==> src/rtl/buffer_window_reader_if.sv <==
// Buffer read bus plus window output stream between the window reader and its neighbours.
interface buffer_window_reader_if #(
  parameter int unsigned WORD_SIZE = 8,
  parameter int unsigned ADR_SIZE  = 10
);
  logic                 start;
  logic                 busy;
  logic                 done;
  logic [ADR_SIZE-1:0]  bufAdr;
  logic [WORD_SIZE-1:0] bufData;
  logic [WORD_SIZE-1:0] outData;
  logic                 outValid;
  logic                 outReady;
  logic                 outLastWin;
  logic                 outLastImg;

  modport master (
    input  start, bufData, outReady,
    output busy, done, bufAdr, outData, outValid, outLastWin, outLastImg
  );

  modport slave (
    output start, bufData, outReady,
    input  busy, done, bufAdr, outData, outValid, outLastWin, outLastImg
  );
endinterface

==> src/rtl/buffer_window_reader.sv <==
// Streams every KxK window of an IMG_HxIMG_W buffer in row-major order over valid/ready.
// Addresses are built incrementally from window and row base registers.
module buffer_window_reader #(
  parameter int unsigned WORD_SIZE = 8,
  parameter int unsigned IMG_W     = 28,
  parameter int unsigned IMG_H     = 28,
  parameter int unsigned K         = 5
) (
  input  logic                   clk,
  input  logic                   rst,
  buffer_window_reader_if.master bus
);
  localparam int unsigned ADR_SIZE = $clog2(IMG_W * IMG_H);
  localparam int unsigned OW       = IMG_W - K + 1;
  localparam int unsigned OH       = IMG_H - K + 1;
  localparam int unsigned XW       = $clog2(OW + 1);
  localparam int unsigned YW       = $clog2(OH + 1);
  localparam int unsigned KW       = $clog2(K + 1);

  typedef enum logic [1:0] {S_IDLE, S_STREAM, S_DRAIN} state_t;

  state_t               r_state;
  state_t               w_state_nxt;
  logic [YW-1:0]        r_oy;
  logic [XW-1:0]        r_ox;
  logic [KW-1:0]        r_ky;
  logic [KW-1:0]        r_kx;
  logic [ADR_SIZE-1:0]  r_win_base;
  logic [ADR_SIZE-1:0]  r_row_base;
  logic [WORD_SIZE-1:0] r_out_data;
  logic                 r_out_valid;
  logic                 r_last_win;
  logic                 r_last_img;
  logic                 r_done;
  logic                 w_ld;
  logic                 w_accept;
  logic                 w_busy;
  logic                 w_win_end;
  logic                 w_img_end;
  logic [ADR_SIZE-1:0]  w_adr;

  always_ff @(posedge clk) begin
    if (rst) r_state <= S_IDLE;
    else     r_state <= w_state_nxt;
  end

  always_comb begin
    w_state_nxt = r_state;
    case (r_state)
      S_IDLE:   if (bus.start)            w_state_nxt = S_STREAM;
      S_STREAM: if (w_ld && w_img_end)    w_state_nxt = S_DRAIN;
      S_DRAIN:  if (w_accept)             w_state_nxt = S_IDLE;
      default:                            w_state_nxt = S_IDLE;
    endcase
  end

  always_comb begin
    w_busy    = 1'b0;
    w_ld      = 1'b0;
    w_accept  = 1'b0;
    w_win_end = 1'b0;
    w_img_end = 1'b0;
    w_adr     = '0;
    w_busy    = (r_state != S_IDLE);
    w_accept  = r_out_valid && bus.outReady;
    w_ld      = (r_state == S_STREAM) && (!r_out_valid || bus.outReady);
    w_win_end = (r_kx == KW'(K - 1)) && (r_ky == KW'(K - 1));
    w_img_end = w_win_end && (r_ox == XW'(OW - 1)) && (r_oy == YW'(OH - 1));
    if (r_state != S_IDLE) w_adr = r_row_base + ADR_SIZE'(r_kx);
  end

  // Window counters; row_base tracks (oy+ky)*IMG_W + ox, win_base tracks oy*IMG_W + ox.
  always_ff @(posedge clk) begin
    if (rst || r_state == S_IDLE) begin
      r_oy       <= '0;
      r_ox       <= '0;
      r_ky       <= '0;
      r_kx       <= '0;
      r_win_base <= '0;
      r_row_base <= '0;
    end else if (w_ld) begin
      if (r_kx != KW'(K - 1)) begin
        r_kx <= r_kx + KW'(1);
      end else begin
        r_kx <= '0;
        if (r_ky != KW'(K - 1)) begin
          r_ky       <= r_ky + KW'(1);
          r_row_base <= r_row_base + ADR_SIZE'(IMG_W);
        end else begin
          r_ky <= '0;
          if (r_ox != XW'(OW - 1)) begin
            r_ox       <= r_ox + XW'(1);
            r_win_base <= r_win_base + ADR_SIZE'(1);
            r_row_base <= r_win_base + ADR_SIZE'(1);
          end else begin
            r_ox <= '0;
            if (r_oy != YW'(OH - 1)) begin
              r_oy       <= r_oy + YW'(1);
              r_win_base <= r_win_base + ADR_SIZE'(K);
              r_row_base <= r_win_base + ADR_SIZE'(K);
            end else begin
              r_oy       <= '0;
              r_win_base <= '0;
              r_row_base <= '0;
            end
          end
        end
      end
    end
  end

  // Output stage: refill on the same edge a beat is taken, otherwise drop valid.
  always_ff @(posedge clk) begin
    if (rst) begin
      r_out_data  <= '0;
      r_out_valid <= 1'b0;
      r_last_win  <= 1'b0;
      r_last_img  <= 1'b0;
      r_done      <= 1'b0;
    end else begin
      r_done <= (r_state == S_DRAIN) && w_accept;
      if (w_ld) begin
        r_out_data  <= bus.bufData;
        r_out_valid <= 1'b1;
        r_last_win  <= w_win_end;
        r_last_img  <= w_img_end;
      end else if (w_accept) begin
        r_out_valid <= 1'b0;
      end
    end
  end

  assign bus.busy       = w_busy;
  assign bus.done       = r_done;
  assign bus.bufAdr     = w_adr;
  assign bus.outData    = r_out_data;
  assign bus.outValid   = r_out_valid;
  assign bus.outLastWin = r_last_win;
  assign bus.outLastImg = r_last_img;
endmodule

==> src/flat_wrapper.sv <==
// flat-port wrapper written by rule: the top's interface ports become plain ports
module buffer_window_reader_flat 
#(
  parameter int unsigned WORD_SIZE = 8,
  parameter int unsigned IMG_W     = 28,
  parameter int unsigned IMG_H     = 28,
  parameter int unsigned K         = 5
)
  (clk, rst, bus_start, bus_bufData, bus_outReady, bus_busy, bus_done, bus_bufAdr, bus_outData, bus_outValid, bus_outLastWin, bus_outLastImg);
  buffer_window_reader_if #(.WORD_SIZE(WORD_SIZE), .ADR_SIZE(($clog2(28 * 28)))) bus_i ();
  input  logic clk;
  input  logic rst;
  input wire logic [$bits(bus_i.start)-1:0] bus_start;
  input wire logic [$bits(bus_i.bufData)-1:0] bus_bufData;
  input wire logic [$bits(bus_i.outReady)-1:0] bus_outReady;
  output wire logic [$bits(bus_i.busy)-1:0] bus_busy;
  output wire logic [$bits(bus_i.done)-1:0] bus_done;
  output wire logic [$bits(bus_i.bufAdr)-1:0] bus_bufAdr;
  output wire logic [$bits(bus_i.outData)-1:0] bus_outData;
  output wire logic [$bits(bus_i.outValid)-1:0] bus_outValid;
  output wire logic [$bits(bus_i.outLastWin)-1:0] bus_outLastWin;
  output wire logic [$bits(bus_i.outLastImg)-1:0] bus_outLastImg;
  assign bus_i.start = bus_start;
  assign bus_i.bufData = bus_bufData;
  assign bus_i.outReady = bus_outReady;
  assign bus_busy = bus_i.busy;
  assign bus_done = bus_i.done;
  assign bus_bufAdr = bus_i.bufAdr;
  assign bus_outData = bus_i.outData;
  assign bus_outValid = bus_i.outValid;
  assign bus_outLastWin = bus_i.outLastWin;
  assign bus_outLastImg = bus_i.outLastImg;
  buffer_window_reader #(.WORD_SIZE(WORD_SIZE), .IMG_W(IMG_W), .IMG_H(IMG_H), .K(K)) u_core (.clk(clk), .rst(rst), .bus(bus_i));
endmodule
==> config.mk <==
export PLATFORM = sky130hd
export DESIGN_NAME = buffer_window_reader_flat
export DESIGN_NICKNAME = d
export VERILOG_FILES = /design/src/rtl/buffer_window_reader_if.sv /design/src/rtl/buffer_window_reader.sv /design/src/flat_wrapper.sv
export SDC_FILE = /design/constraint.sdc
export NUM_CORES = 1
export LEC_CHECK = 0
export BUFFER_PORTS_ARGS = -buffer_cell sky130_fd_sc_hd__buf_2
export CAP_MARGIN = 20
export CORE_UTILIZATION = 52
export DETAILED_ROUTE_END_ITERATION = 6
export PLACE_DENSITY = 0.79
export SLEW_MARGIN = 0
export SYNTH_ARGS = -nofsm -noshare
export SYNTH_HDL_FRONTEND = slang
export SYNTH_SLANG_ARGS = --single-unit
export TNS_END_PERCENT = 5
==> constraint.sdc <==
create_clock -name clk -period 1.9 [get_ports clk]
set_input_delay 0.095 -clock clk [delete_from_list [all_inputs] [get_ports clk]]
set_output_delay 0.095 -clock clk [all_outputs]
set_load 0.01 [all_outputs]
==> results.txt <==
status = finished, violations left
failing checks = setup timing
first-pass GRT wire length = 10700 um
endpoints failing hold = 0
Synth area leaders = dfxtp_1 (36%), nand2_1 (6.9%), a21oi_1 (6.9%)
Hold Slack = 0.00391 ns
Tightest Hold Check Type = input pin to flop
H-tree Lvls = 2
clock buffer depth = 2
GR Util All Layers = 0.252
core area = 5110 um2
Sw Share = 0.233
final setup violation count = 10
Final GP Congestion = 0.990
Final period util = 1.09
synthesis-stage register bit count = 50
Worst Setup Start Kind = flop
EDFF count, synth = 0
Routed WL = 6810 um
slack of the critical path = -0.171 ns
Net Sw Power = 459 uW
vias = 2782
actual slew at the worst max-slew pin = 0.794 ns
CP required = 1.80 ns
clock root cell = clkbuf_8
yosys warns = 0
clk_skew = 0.0107 ns
RSZ-0062 raised after global routing = yes
Power Density = 563 nW/um2
Pre-antenna DRT Iters = 4
Comb pwr share = 0.060
Num CTS Buffers = 5
port bufs = 34
crit path time final = 2.07 ns
die area = 5600 um2
Crit Reg-Reg Startpoint = u_core.r_kx[0]$_SDFFE_PP0P_
Post-synth top cells = nand2_1 (51), dfxtp_1 (50), a21oi_1 (38), nor2_1 (38), o21ai_0 (20)
Syn Area/Cell = 7.75 um2
Reg clk slew, reported paths = 0.10 ns
Setup Crit Path Kind = flop to output pin
Slew Viols, Final = 0
FP Rows = 26
Synth area leader = dfxtp_1
DR WL/cell = 13.9 um
Antenna Nets Post-Route = 0
register area share after synthesis = 0.363
P&R area growth vs syn = 26.5%
initial antenna violation count = 0
Worst-Skew Late Latency = 0.31 ns
Yosys cell types = 49
worst setup path startpoint = u_core.r_kx[0]$_SDFFE_PP0P_
die height = 74.9 um
Post-synth top flop = dfxtp_1
headroom to the max-slew limit = 0.469
Worst Setup End Kind = output pin
DRC viols = 0
FFs w/ async S/R, synth = 0
most frequent cell after synthesis = nand2_1
Initial Utilization = 0.540
arrival time at the worst endpoint = 1.98 ns
Cells after DPL = 477
vias in the first global route = 2469
Non-Filler Instances = 489
GRT overflow = 0
nets = 442
DP HPWL = 5050 um
CP max FO = 2
max cap viols = 0
syn_nets = 380
vias per cell = 5.69
clock group share of total power = 0.397
CTS Sinks = 50
CTS tree = yes
setup TNS = -1.03 ns
share of cells above drive strength 1 = 0.272
P_leak = 1.37 nW
antenna diode instance count = 0
Post-Synthesis Cells = 356
Tot Pwr = 1.97 mW
Peak VDD IR = 0.460 mV
Max Freq = 0.483 GHz
initial DRC count = 107
Die Span X = 74.9 um
largest net degree at the start of global routing = 18
Setup WS pre-CTS = -0.0397 ns
Top Ports = 35
sequential share of power = 0.543
hold_sp = bus_bufData[0]
Internal = 1.51 mW
Synth top area share = 0.363
Synth Cell Area = 2760 um2
==> worst paths after layout <==
| check | slack (ns) | to | depth (start not counted) |
|---|---|---|---|
| min | 0.004 | u_core.bus.outData[0]$_SDFFE_PP0P_ | 3 |
| min reg2reg | 0.46 | u_core.bus.outData[3]$_SDFFE_PP0P_ | 2 |
| max | -0.17 | bus_bufAdr[8] | 9 |
| max reg2reg | -0.13 | u_core.r_win_base[7]$_SDFFE_PP0P_ | 7 |
==> layout by cell type (no fill, tap or decap), drive strengths merged, types with 6 or more instances in the layout <==
master,synthesis,routed
nand3,11,11
nor2,38,38
a31oi,8,8
nor3,14,14
nor2b,6,6
xor2,7,7
dfxtp,50,50
o21ai,20,20
xnor2,7,7
nand2,51,51
ha,11,11
inv,10,11
a21oi,38,38
buf,1,74
==> metal layers <==
metal / GRT usage / wire, um
met2: 0.443 / 3480
met4: 0.105 / 105
met5: 0 / 0
met1: 0.299 / 2960
met3: 0.0522 / 263
==> repair_timing <==
item,4_1_cts,5_1_grt
hold buffers,1,0
endpoints found under the setup margin,9,34
hold endpoints to repair,1,0
pin swaps,5,4
cloned,0,0
setup buffers,3,0
resized for setup,16,12
==> registers in the layout (all words and copies together) (netlist names) <==
signal,count
u_core.bus.outValid,1
u_core.bus.outLastImg,1
u_core.r_ky,3
u_core.r_state,2
u_core.r_row_base,10
u_core.r_oy,5
u_core.r_win_base,10
u_core.bus.done,1
u_core.bus.outLastWin,1
u_core.bus.outData,8
u_core.r_ox,5
u_core.r_kx,3
==> critical path, stage by stage, from the launching register on <==
cell and delay [ns]:
dfxtp_2 0.38, ha_4 0.15, inv_2 0.04, fa_2 0.34, nor2b_2 0.15, o2111ai_2 0.14
nor2_1 0.16, xnor2_1 0.12, nor2_1 0.05, buf_2 0.13
==> power by group through the flow <==
stage	registers [mW]	clock network, mW	logic (mW)
6_report	1.07	0.781	0.117
2_1_floorplan	1.10	0	0.0571
3_3_place_gp	1.09	0	0.109
3_5_place_dp	1.09	0	0.111
5_1_grt	1.07	0.839	0.131
4_1_cts	1.07	0.797	0.116
==> final cells by class <==
cell class | instances | area [um2]
repair buffers | 75 | 492
multi-input cells | 276 | 1750
well taps | 70 | 87.6
flip-flops and latches | 50 | 1010
fillers | 430 | 1620
inverters | 10 | 37.5
clock inverters | 3 | 48.8
clock buffers | 5 | 68.8
==> stage by stage <==
step                       util  instance area [um2]
after detailed placement  0.634                 3240
after global routing      0.683                 3490
after global placement    0.634                 3240
after CTS                 0.675                 3450
after floorplan               -                 2780
final                     0.683                 3490
==> logic make-up (layout without fill, tap and decap cells) <==
family	count (synthesis)	count (layout)	synth area share
adders and majority gates	13	13	0.0612
AOI/OAI and AO/OA	91	91	0.199
and+or+nand+nor	155	155	0.281
buffers and inverters	30	93	0.0408
xor gates and xnor gates	14	14	0.0444
DFF	50	50	0.363
muxes	3	3	0.0109
No activity file was read; power rests on OpenSTA's default activity.
